File: src/rtl/card_dealer.sv
// Board-side companion of the memory-game turn FSM: shuffles 8 card pairs with an LFSR,
// presents picked cards as x/x_valid, and retires matched pairs while keeping scores.
module card_dealer #(
    parameter logic [7:0] SEED         = 8'hA5,
    parameter int         RESULT_DELAY = 2
) (
    input  logic        clk,
    input  logic        rst,
    input  logic        btnSelect,
    input  logic [3:0]  selection,
    input  logic        new_game,
    input  logic        j,
    input  logic        m,
    output logic [3:0]  x,
    output logic        x_valid,
    output logic [15:0] matched,
    output logic [3:0]  score0,
    output logic [3:0]  score1,
    output logic        busy,
    output logic        game_over
);

    typedef enum logic [2:0] {
        SHUFFLE,
        PICK1,
        PICK2,
        WAIT,
        RESOLVE,
        DONE
    } stateType;

    localparam logic [7:0] SEED_EFF = (SEED == 8'h00) ? 8'h01 : SEED;
    localparam logic [2:0] DELAY    = 3'(RESULT_DELAY);

    stateType    state;
    logic [3:0]  board [16];
    logic [7:0]  lfsr;
    logic [3:0]  k;
    logic [3:0]  first;
    logic [3:0]  second;
    logic [2:0]  waitCnt;
    logic        btnQ;

    logic        rise;
    logic        selFree;
    logic [3:0]  swapIdx;
    logic [7:0]  lfsrNext;
    logic [2:0]  waitNext;
    logic [15:0] matchedNext;

    always_comb begin
        rise        = btnSelect & ~btnQ;
        selFree     = ~matched[selection];
        swapIdx     = lfsr[3:0];
        // Fibonacci taps 8,6,5,4 map to bits 7,5,4,3.
        lfsrNext    = {lfsr[6:0], lfsr[7] ^ lfsr[5] ^ lfsr[4] ^ lfsr[3]};
        waitNext    = waitCnt - 3'd1;
        matchedNext = matched | (16'b1 << first) | (16'b1 << second);
    end

    always_ff @(posedge clk or negedge rst) begin
        if (!rst) begin
            state     <= SHUFFLE;
            lfsr      <= SEED_EFF;
            k         <= 4'd0;
            first     <= 4'd0;
            second    <= 4'd0;
            waitCnt   <= 3'd0;
            btnQ      <= 1'b0;
            x         <= 4'd0;
            x_valid   <= 1'b0;
            matched   <= 16'd0;
            score0    <= 4'd0;
            score1    <= 4'd0;
            busy      <= 1'b1;
            game_over <= 1'b0;
            // NOTE: the board is a register file with a defined reset layout, so it is
            // reset explicitly; it is too small and too live to be a RAM macro anyway.
            for (int i = 0; i < 16; i++) begin
                board[i] <= 4'(i >> 1);
            end
        end else begin
            btnQ    <= btnSelect;
            // NOTE: non-blocking defaults followed by later assignments in the same block
            // are safe: the last scheduled update wins, giving a clean one-cycle strobe.
            x_valid <= 1'b0;

            case (state)
                SHUFFLE: begin
                    // When k equals swapIdx both writes carry the same value.
                    board[k]       <= board[swapIdx];
                    board[swapIdx] <= board[k];
                    lfsr           <= lfsrNext;
                    k              <= k + 4'd1;
                    if (k == 4'd15) begin
                        state <= PICK1;
                        busy  <= 1'b0;
                    end
                end

                PICK1: begin
                    if (rise && selFree) begin
                        first   <= selection;
                        x       <= board[selection];
                        x_valid <= 1'b1;
                        state   <= PICK2;
                    end
                end

                PICK2: begin
                    if (rise && selFree && (selection != first)) begin
                        second  <= selection;
                        x       <= board[selection];
                        x_valid <= 1'b1;
                        waitCnt <= DELAY;
                        state   <= WAIT;
                        busy    <= 1'b1;
                    end
                end

                WAIT: begin
                    waitCnt <= waitNext;
                    if (waitNext == 3'd0) begin
                        state <= RESOLVE;
                    end
                end

                RESOLVE: begin
                    if (j) begin
                        matched <= matchedNext;
                        if (m) begin
                            score1 <= score1 + 4'd1;
                        end else begin
                            score0 <= score0 + 4'd1;
                        end
                    end
                    busy <= 1'b0;
                    if (j && (matchedNext == 16'hFFFF)) begin
                        state     <= DONE;
                        game_over <= 1'b1;
                    end else begin
                        state <= PICK1;
                    end
                end

                DONE: begin
                    if (new_game) begin
                        matched   <= 16'd0;
                        score0    <= 4'd0;
                        score1    <= 4'd0;
                        k         <= 4'd0;
                        state     <= SHUFFLE;
                        busy      <= 1'b1;
                        game_over <= 1'b0;
                        for (int i = 0; i < 16; i++) begin
                            board[i] <= 4'(i >> 1);
                        end
                    end
                end

                default: begin
                    state <= SHUFFLE;
                    busy  <= 1'b1;
                end
            endcase
        end
    end

endmodule

File: config.mk
export PLATFORM = sky130hd
export DESIGN_NAME = card_dealer
export DESIGN_NICKNAME = d
export VERILOG_FILES = /design/src/rtl/card_dealer.sv
export SDC_FILE = /design/constraint.sdc
export NUM_CORES = 1
export LEC_CHECK = 0
export CORE_ASPECT_RATIO = 1.2
export CORE_UTILIZATION = 35
export CTS_CLUSTER_DIAMETER = 120
export DETAILED_ROUTE_END_ITERATION = 8
export GPL_TIMING_DRIVEN = 1
export HOLD_SLACK_MARGIN = 0.05
export PLACE_DENSITY_LB_ADDON = 0.1
export SETUP_SLACK_MARGIN = 0.02
export SYNTH_ARGS = -nofsm -noshare
export SYNTH_HDL_FRONTEND = slang
export SYNTH_SLANG_ARGS = --single-unit
File: constraint.sdc
create_clock -name clk -period 6.1 [get_ports clk]
set_input_delay 0.61 -clock clk [delete_from_list [all_inputs] [get_ports clk]]
set_output_delay 0.61 -clock clk [all_outputs]
set_load 0.005 [all_outputs]
==> metrics.txt <==
Vias/cell=6.09; fin area=0.00914 mm²; setup TNS=0 ns; Total Routed Length=26700 µm; global placer's final weighted congestion=0.865; ys async rst share=1.00; top_reg_cell synth=dfrtp_1; most common cell after layout, fill and taps aside=nand2_1; DP Area=0.00855 mm²; Detail Placement HPWL=18400 µm; largest net degree at the start of global routing=74; sequential element share of the synthesized area=0.383; # clock sinks=122; Core Util, Final=0.406; Critical Path RT=6.41 ns; register area=0.00309 mm²; area leader, netlist=dfrtp_1; Worst-path clk slew=0.07 ns; fin crit period=3.17 ns; worst min-delay path class=in2async; type of origin of the critical path=flop; CTS Hold Bufs=0; Total Power=5250 µW; Die Ht=168 µm; Syn. warnings=0; RSZ-0062 raised after global routing=no; Seq cells post-synth=122; Final setup viols=0; worst-case clock buffer depth=2; Gate Count Post-Synth=829; PD cells=575 mW/mm²; Synth area leaders=dfrtp_1, mux4_2, dfstp_2; DRC=0; Die Area=0.0237 mm²; unique cell type count in the Yosys netlist=56; Tcrit/Tclk final=0.520; mapped cell area=0.00806 mm²; status=finished clean; relative slew slack=0.231; Final Hold Vio Count=0; Net Count, Synth=847; CTS tree=done; Max FO, Critical Path=20; most frequent cells in the layout=nand2_1, dfrtp_1, nor2_1; Nets=852; CTS Buf Count=17; via count=6857; Worst Skew=0.0102 ns; Max Slew Vio Count=0; top-area cell type share of the netlist area=0.289; share of cells above drive strength 1=0.165; post-CTS resize count=0; global-route wire length before repair=41900 µm; H-tree levels=4; antenna cells=0; GRT overflow=0; Root Driver=clkbuf_16; TritonRoute pass-1 iters=5; Port Buffers=40; DR WL/cell=23.7 µm; initial core utilization=0.358; DRT antenna net count=0; Post-CTS Setup Inserts=0; Worst Setup End Kind=flop; GRT Overall Usage=0.236; vias in the first global route=6862; crit path DAT=3.48 ns; Multi-input gate area=0.00459 mm²; core area=0.0225 mm²; # fillers=2204; Skew-Pair Late Insertion Delay=0.43 ns; Fmax=315 MHz; antenna violations before repair=0; average size of a mapped cell=9.73 µm²; I/O pin count=41; Slew @ Worst Pin=1.15 ns; Layout area overhead=13.3%; max-cap viol count=0; WS Path Type=reg2reg; Leak=0.00376 µW; number of synthesized flops with an enable pin=0; VDD IR max=253 µV; Die X=141 µm; initial DRC count=471; FP Rows=60
==> sequential cells by signal, summed over array words and instances (netlist names) <==
name and count:
matched 16, score1 4, state 3, second 4, score0 4, waitCnt 3
btnQ 1, busy 1, lfsr 8, x 4, board 64, x_valid 1
game_over 1, first 4, k 4
==> worst paths after layout <==
path / slack, ns / from / endpoint / cells after the start
max: 2.93 / k[1] / state[0] / 6
min: 0.27 / rst / matched[7] / 1
max reg2reg: 2.93 / k[1] / state[0] / 6
min reg2reg: 0.47 / lfsr[6] / lfsr[7] / 2
max in group asynchronous: 4.59 / rst / board[23] / 2
min in group clk: 0.47 / lfsr[6] / lfsr[7] / 2
==> worst max-delay path, stage by stage (launching register included) <==
cell     delay (ns)
dfrtp_1        0.97
ha_1           0.71
nand3_1        0.29
a21oi_1        0.32
o21ai_0        0.13
a21oi_1        0.26
mux2_2         0.37
==> layout make-up <==
cell class	instances	share of cell area
multi-input combinational	628	0.502
sequential	122	0.338
timing repair buffer	48	0.0501
clock buffer	19	0.0485
tap	279	0.0382
clock inverter	13	0.0157
inverter	17	0.00698
==> metrics by stage <==
step / hold slack, ns / setup WS (ns) / instances
3_3_place_gp: 0.451 / 2.57 / 1094
5_1_grt: 0.375 / 2.78 / 1126
2_1_floorplan: 0.314 / 3.64 / 829
4_1_cts: 0.338 / 2.94 / 1126
3_5_place_dp: 0.467 / 2.49 / 1094
6_report: 0.274 / 2.93 / 1126
==> synth_stat cells, drive strengths merged (10+ instances only) <==
library cell,n
dfrtp,93
o22ai,23
mux4,64
nor2,74
buf,27
clkbuf,35
mux2,15
and2,10
nor2b,18
a21oi,26
nor3,23
dfstp,29
and3,16
nand3,38
inv,17
o21ai,16
a22oi,43
nand2,172
==> power by group <==
part | switching [µW] | internal, µW
combinational | 1350 | 1030
sequential | 611 | 1230
clock | 419 | 615
total | 2380 | 2870
==> per-layer routing <==
| layer | share of wire | vias to the layer above | wire (µm) | global-route usage |
|---|---|---|---|---|
| li1 | - | 3061 | - | - |
| met5 | 0 | - | 0 | 0 |
| met1 | 0.40 | 3390 | 10700 | 0.294 |
| met4 | 0.031 | 0 | 824 | 0.0978 |
| met2 | 0.50 | 349 | 13400 | 0.404 |
| met3 | 0.063 | 57 | 1670 | 0.0449 |
==> cell families (layout without fill, tap and decap cells) <==
logic type	Yosys count	in the layout	synth area share
buf+inv	79	97	0.0484
compound gates	151	151	0.126
simple gates	374	374	0.207
flops	122	122	0.383
fa+ha+maj	8	8	0.0124
mux	81	81	0.208
xor+xnor	14	14	0.0152
Power figures use the tool's default switching activity.
